<file path="config.mk">
export PLATFORM = sky130hd
export DESIGN_NAME = i2c_txn_sequencer
export DESIGN_NICKNAME = d
export VERILOG_FILES = /design/src/rtl/i2c_txn_sequencer.sv
export SDC_FILE = /design/constraint.sdc
export NUM_CORES = 1
export LEC_CHECK = 0
export ABC_AREA = 0
export CORE_UTILIZATION = 64
export DETAILED_ROUTE_END_ITERATION = 8
export PLACE_DENSITY = 0.84
export SYNTH_ARGS = -nofsm -noshare
export SYNTH_HDL_FRONTEND = slang
export SYNTH_SLANG_ARGS = --single-unit
</file>
<file path="constraint.sdc">
create_clock -name clk -period 5.57 [get_ports clk]
set_clock_uncertainty 0.2 [all_clocks]
set_input_delay 0.8355 -clock clk [delete_from_list [all_inputs] [get_ports clk]]
set_output_delay 0.8355 -clock clk [all_outputs]
set_load 0.02 [all_outputs]
</file>
<file path="src/rtl/i2c_txn_sequencer.sv">
// Host-side sequencer for an I2C master controller: buffers write and read bytes in two FIFOs
// and issues one controller transaction per accepted command.
module i2c_txn_sequencer #(
  parameter int unsigned DEPTH = 16
) (
  input  logic       clk,
  input  logic       rst_n,
  input  logic       cmd_valid,
  output logic       cmd_ready,
  input  logic [6:0] cmd_addr,
  input  logic       cmd_rw,
  input  logic [4:0] cmd_len,
  input  logic       wr_valid,
  output logic       wr_ready,
  input  logic [7:0] wr_data,
  output logic       rd_valid,
  input  logic       rd_ready,
  output logic [7:0] rd_data,
  output logic       m_ena,
  output logic       m_rw,
  output logic [6:0] m_addr,
  output logic [4:0] m_nbyte,
  input  logic       m_tx_req,
  output logic [7:0] m_tx_data,
  input  logic       m_rx_valid,
  input  logic [7:0] m_rx_data,
  input  logic       m_done,
  input  logic       m_nack,
  output logic       busy,
  output logic       err_nack,
  output logic       err_proto,
  input  logic       err_clr
);
  localparam int unsigned AW = $clog2(DEPTH);
  localparam logic [AW:0] FullCnt = (AW+1)'(DEPTH);

  typedef enum logic [1:0] {StIdle, StPrefill, StRun, StFlush} state_e;

  state_e         state_q;
  logic [7:0]     tx_mem [DEPTH];
  logic [7:0]     rx_mem [DEPTH];
  logic [AW-1:0]  tx_wptr_q, tx_rptr_q, rx_wptr_q, rx_rptr_q;
  logic [AW:0]    tx_cnt_q, rx_cnt_q;
  logic           rw_q, m_ena_q, err_nack_q, err_proto_q;
  logic [6:0]     addr_q;
  logic [4:0]     nbyte_q, left_q;

  logic tx_full, tx_empty, rx_full, rx_empty;
  logic tx_push, tx_pop, rx_push, rd_pop, flush_pop;
  logic cmd_hs, len_ok, prefill_ok, proto_set, nack_set;

  assign tx_full  = (tx_cnt_q == FullCnt);
  assign tx_empty = (tx_cnt_q == '0);
  assign rx_full  = (rx_cnt_q == FullCnt);
  assign rx_empty = (rx_cnt_q == '0);

  assign flush_pop = (state_q == StFlush) && !rw_q && (left_q != '0) && !tx_empty;
  assign tx_pop    = (m_tx_req | flush_pop) & !tx_empty;
  // A push into a full FIFO is accepted when the same cycle frees an entry.
  assign tx_push   = wr_valid & (!tx_full | tx_pop);
  assign rd_pop    = rd_ready & !rx_empty;
  assign rx_push   = m_rx_valid & (!rx_full | rd_pop);

  assign cmd_ready = (state_q == StIdle);
  assign cmd_hs    = cmd_valid & cmd_ready;
  assign len_ok    = (cmd_len != '0) && (32'(cmd_len) <= DEPTH);
  assign prefill_ok = rw_q ? (32'(FullCnt - rx_cnt_q) >= 32'(nbyte_q))
                           : (32'(tx_cnt_q) >= 32'(nbyte_q));

  assign proto_set = (cmd_hs & !len_ok) | (m_tx_req & tx_empty)
                   | (m_rx_valid & rx_full & !rd_pop);
  assign nack_set  = (state_q == StRun) & m_done & m_nack;

  assign wr_ready  = !tx_full;
  assign rd_valid  = !rx_empty;
  assign rd_data   = rx_mem[rx_rptr_q];
  assign m_tx_data = tx_mem[tx_rptr_q];
  assign m_ena     = m_ena_q;
  assign m_rw      = rw_q;
  assign m_addr    = addr_q;
  assign m_nbyte   = nbyte_q;
  assign busy      = (state_q != StIdle);
  assign err_nack  = err_nack_q;
  assign err_proto = err_proto_q;

  always_ff @(posedge clk) begin
    if (tx_push) tx_mem[tx_wptr_q] <= wr_data;
    if (rx_push) rx_mem[rx_wptr_q] <= m_rx_data;
  end

  always_ff @(posedge clk or negedge rst_n) begin
    if (!rst_n) begin
      tx_wptr_q <= '0;
      tx_rptr_q <= '0;
      tx_cnt_q  <= '0;
      rx_wptr_q <= '0;
      rx_rptr_q <= '0;
      rx_cnt_q  <= '0;
    end else begin
      if (tx_push) tx_wptr_q <= tx_wptr_q + 1'b1;
      if (tx_pop)  tx_rptr_q <= tx_rptr_q + 1'b1;
      if (rx_push) rx_wptr_q <= rx_wptr_q + 1'b1;
      if (rd_pop)  rx_rptr_q <= rx_rptr_q + 1'b1;
      tx_cnt_q <= tx_cnt_q + {{AW{1'b0}}, tx_push} - {{AW{1'b0}}, tx_pop};
      rx_cnt_q <= rx_cnt_q + {{AW{1'b0}}, rx_push} - {{AW{1'b0}}, rd_pop};
    end
  end

  always_ff @(posedge clk or negedge rst_n) begin
    if (!rst_n) begin
      err_nack_q  <= 1'b0;
      err_proto_q <= 1'b0;
    end else begin
      err_nack_q  <= nack_set  | (err_nack_q  & !err_clr);
      err_proto_q <= proto_set | (err_proto_q & !err_clr);
    end
  end

  always_ff @(posedge clk or negedge rst_n) begin
    if (!rst_n) begin
      state_q <= StIdle;
      m_ena_q <= 1'b0;
      rw_q    <= 1'b0;
      addr_q  <= '0;
      nbyte_q <= '0;
      left_q  <= '0;
    end else begin
      unique case (state_q)
        StIdle: begin
          if (cmd_hs && len_ok) begin
            rw_q    <= cmd_rw;
            addr_q  <= cmd_addr;
            nbyte_q <= cmd_len;
            left_q  <= cmd_len;
            state_q <= StPrefill;
          end
        end
        StPrefill: begin
          if (prefill_ok) begin
            m_ena_q <= 1'b1;
            state_q <= StRun;
          end
        end
        StRun: begin
          if (m_done) begin
            m_ena_q <= 1'b0;
            state_q <= StFlush;
          end
        end
        StFlush: begin
          // Stay only while bytes of the aborted write remain to be discarded.
          if (!flush_pop || (left_q == 5'd1)) state_q <= StIdle;
        end
        default: state_q <= StIdle;
      endcase
      if ((state_q == StRun || state_q == StFlush) && !rw_q && tx_pop && (left_q != '0)) begin
        left_q <= left_q - 5'd1;
      end
    end
  end
endmodule

</file>
==> impl_results.md <==
- Status: complete, no violations
- Dpl cells: 1083
- Port buffer count: 74
- Post_cts resized: 0
- Global route overflow: 0
- Switching Power: 2.834 mW
- Min Hold Slack: 0.1824 ns
- Part of the power in the clock network: 0.247
- DRT iter0 DRCs: 772
- Final Wtd Congestion: 0.8497
- Non-filler cells, final: 1135
- Post-synthesis sequential area ratio: 0.6894
- Setup TNS: 0 ns
- First-pass GRT wire length: ~44 mm
- Final Hold Viols: 0
- Critical Path RT: 4.53 ns
- GR Layer Usage met2: 0.4846
- Detailed Place HPWL: 17.91 mm
- P_int: approximately 5.5 mW
- MaxCap Viol Count: 0
- Pre-CTS setup slack: 1.648 ns
- Register area: around 8900 sq um
- Grt met1 use: 0.3977
- Die area: 20770 sq um
- Pwr/cell area: ~560 nW/um^2
- Distinct cells, synth: 55
- FF-to-FF setup slack: around 1.9 ns
- IO Pins: 75
- Setup bufs post-CTS: 0
- Post-layout nets: 934
- Antenna viol nets, final: 0
- Antenna Cells: 0
- Fin util: 0.7581
- Routed vias/inst: 6.446
- Yosys reg bits: a little over 300
- Final setup fails: 0
- Reg-to-Reg Start: rx_cnt_q[0]
- Syn_nets: 854
- Crit path to: rd_data[2]
- CP Data Arrival Time: between 3 and 4 ns
- FFs w/ async S/R, synth: 0.1607
- Initial antenna violation count: 0
- Synth Instances: 769
- Row count: 51
- PnR worst setup slack: 0.9023 ns
- CP Max Fanout: 16
- Gr usage total: 0.2969
- Clock Sinks: 305
- Share of cells above drive strength 1: 0.1552
- Setup crit start: rx_rptr_q[2]
- # H-tree levels: 1
- GR Util met3: 0.06093
- Routed vias: 7316
- Critical R2R Capture: rx_cnt_q[4]
- Initial core utilization: 0.6579
- Placed Area: 13920 sq um
- Achievable clock frequency: about 0.21 GHz
- Startpoint types: flip-flop
- TritonCTS Buffers: 29
- Switching part of the total: 0.3419
- Skew-Pair Late Insertion Delay: approximately 0.55 ns
- Worst slew pin tran: 1.459 ns
- Number of global-route vias before repair: 7565
- CTS root buffer: clkbuf_16
- Final wirelength: 29.07 mm
- Avg Cell Area, Syn: approximately 17 sq um
- Core footprint: 19650 sq um
- Hold buffer count at CTS: 0
- Area Growth Syn to Fin: 15.23%
- Post-Synthesis Cell Area: 12930 sq um
- Filler cell count: 1120
- CTS tree: done
- Final Critical Period: 4.668 ns
- Max Transition Viols Final: 0
- DIE HEIGHT: 144.1 um
- Global route hottest layer: met2
- Final total power: 8.288 mW
- Area occupied by multi-input gates: 3736 sq um
- EDFF count, synth: 256
- Tcrit/Tclk final: 0.8380
- Predominant post-synthesis flop cell: edfxtp_1
- Clock slew at reported path FFs: about 0.060 ns
- Worst Setup End Kind: output pin
- Final instance area: 14900 sq um
- Seq pwr share: 0.398
- Hold WC Path Type: in2async
- Residual DRC: 0
- Worst VDD drop: 363.7 uV
- Leakage: 5.288 nW
- Largest net degree at the start of global routing: 50
- First-pass iteration count of the detailed router: 5
- YS warnings: 0
- Setup CP Type: reg2out
- Slew margin rel.: 0.02518
- Comb pwr share: 0.356
- Chip width: between 100 and 150 um
- CTS Buffer Depth: 3
- Avg WL per Cell: ~26 um
- RSZ-0062 raised after global routing: false
- Register-to-Register Path Depth: 15
## critical path, cell delays in order, from the launching register on
cell             delay [ns]
dfrtp_1                0.57
nor2b_1                1.17
a221oi_1               0.43
o21ai_0                0.27
nand2_1                0.09
clkdlybuf4s50_1        0.55
## cell usage after synthesis (all sizes together) (11+ instances only)
| master | count | area share |
|---|---|---|
| mux4 | 56 | 0.098 |
| nand2 | 57 | 0.017 |
| edfxtp | 256 | 0.59 |
| mux2 | 11 | 0.0096 |
| xnor2 | 19 | 0.013 |
| ha | 44 | 0.043 |
| buf | 21 | 0.0090 |
| nor2 | 30 | 0.0087 |
| dfrtp | 49 | 0.095 |
| nor3 | 11 | 0.0043 |
| inv | 40 | 0.012 |
| clkbuf | 11 | 0.0032 |
| a21oi | 19 | 0.0074 |
| mux2i | 24 | 0.019 |
| o21ai | 27 | 0.010 |
## placed cells by master (no fill, tap or decap), types with 3 or more instances in the layout
cell / synthesis / layout
mux2_2: 10 / 10
nor2b_1: 3 / 3
a21boi_0: 3 / 3
a221oi_1: 8 / 8
a21oi_1: 19 / 19
nor3_1: 11 / 8
o21ai_0: 24 / 24
clkinv_1: 0 / 5
nor3_2: 0 / 3
a211oi_1: 4 / 4
edfxtp_1: 256 / 256
buf_4: 0 / 7
clkbuf_1: 11 / 3
xnor2_1: 19 / 19
mux4_2: 56 / 56
dfrtp_1: 49 / 47
ha_1: 44 / 44
nand2b_1: 4 / 4
nand2_1: 57 / 57
o21ai_1: 3 / 3
and2_1: 7 / 7
and3_1: 6 / 6
bufinv_16: 0 / 5
xor2_1: 3 / 3
nand3_1: 9 / 9
clkbuf_16: 0 / 29
clkdlybuf4s50_1: 0 / 73
mux2i_1: 24 / 24
nor2_1: 30 / 30
a22oi_1: 9 / 9
inv_1: 40 / 40
clkinv_2: 0 / 5
nand4_1: 4 / 4
## routing by layer
metal	vias up	routed length, um
met5	-	0
met4	0	913
met1	3644	11200
li1	3126	-
met3	74	2710
met2	472	14250
## worst min path at each step
| stage | to | depth (start not counted) | from | slack (ns) |
|---|---|---|---|---|
| 2_1_floorplan | tx_wptr_q[0] | 1 | tx_wptr_q[0] | 0.30 |
| 3_3_place_gp | m_addr[3] | 2 | m_addr[3] | 0.26 |
| 3_5_place_dp | m_addr[3] | 2 | m_addr[3] | 0.27 |
| 4_1_cts | m_nbyte[0] | 2 | rst_n | 0.20 |
| 5_1_grt | tx_cnt_q[1] | 2 | rst_n | 0.23 |
| 6_report | m_nbyte[0] | 2 | rst_n | 0.18 |
## power groups by stage
stage               combinational (mW)  clock (mW)  sequential, mW
finish                            2.95        2.04            3.29
global route                      3.19        2.14            3.35
CTS                               2.95        2.05            3.30
detailed placement                2.90           0            3.32
global placement                  2.75           0            3.29
floorplan                         2.11           0            3.11
## cells by family (layout without fill, tap and decap cells)
logic type      after synthesis  in the layout  synth area share
fa+ha+maj                    46             46           0.04567
mux                          91             91            0.1257
flops                       305            305            0.6894
buf+inv                      72            173           0.02380
xor+xnor                     22             22           0.01490
compound gates               89             89           0.04606
simple gates                144            144           0.05448
## final cells by class
class,count,share of cell area
Clock buffer,33,0.05039
Clock inverter,19,0.01520
Inverter,40,0.01008
Multi-Input combinational cell,392,0.2508
Sequential cell,305,0.5984
Tap cell,265,0.02225
Timing Repair Buffer,81,0.05291
## registers in the layout (all words and copies together), names as in the netlist, 5 cells and up
name,flops
left_q,5
m_addr,7
m_nbyte,5
rx_cnt_q,5
rx_mem,128
tx_cnt_q,5
tx_mem,128
Note: power is estimated with default switching activity, not from simulation.
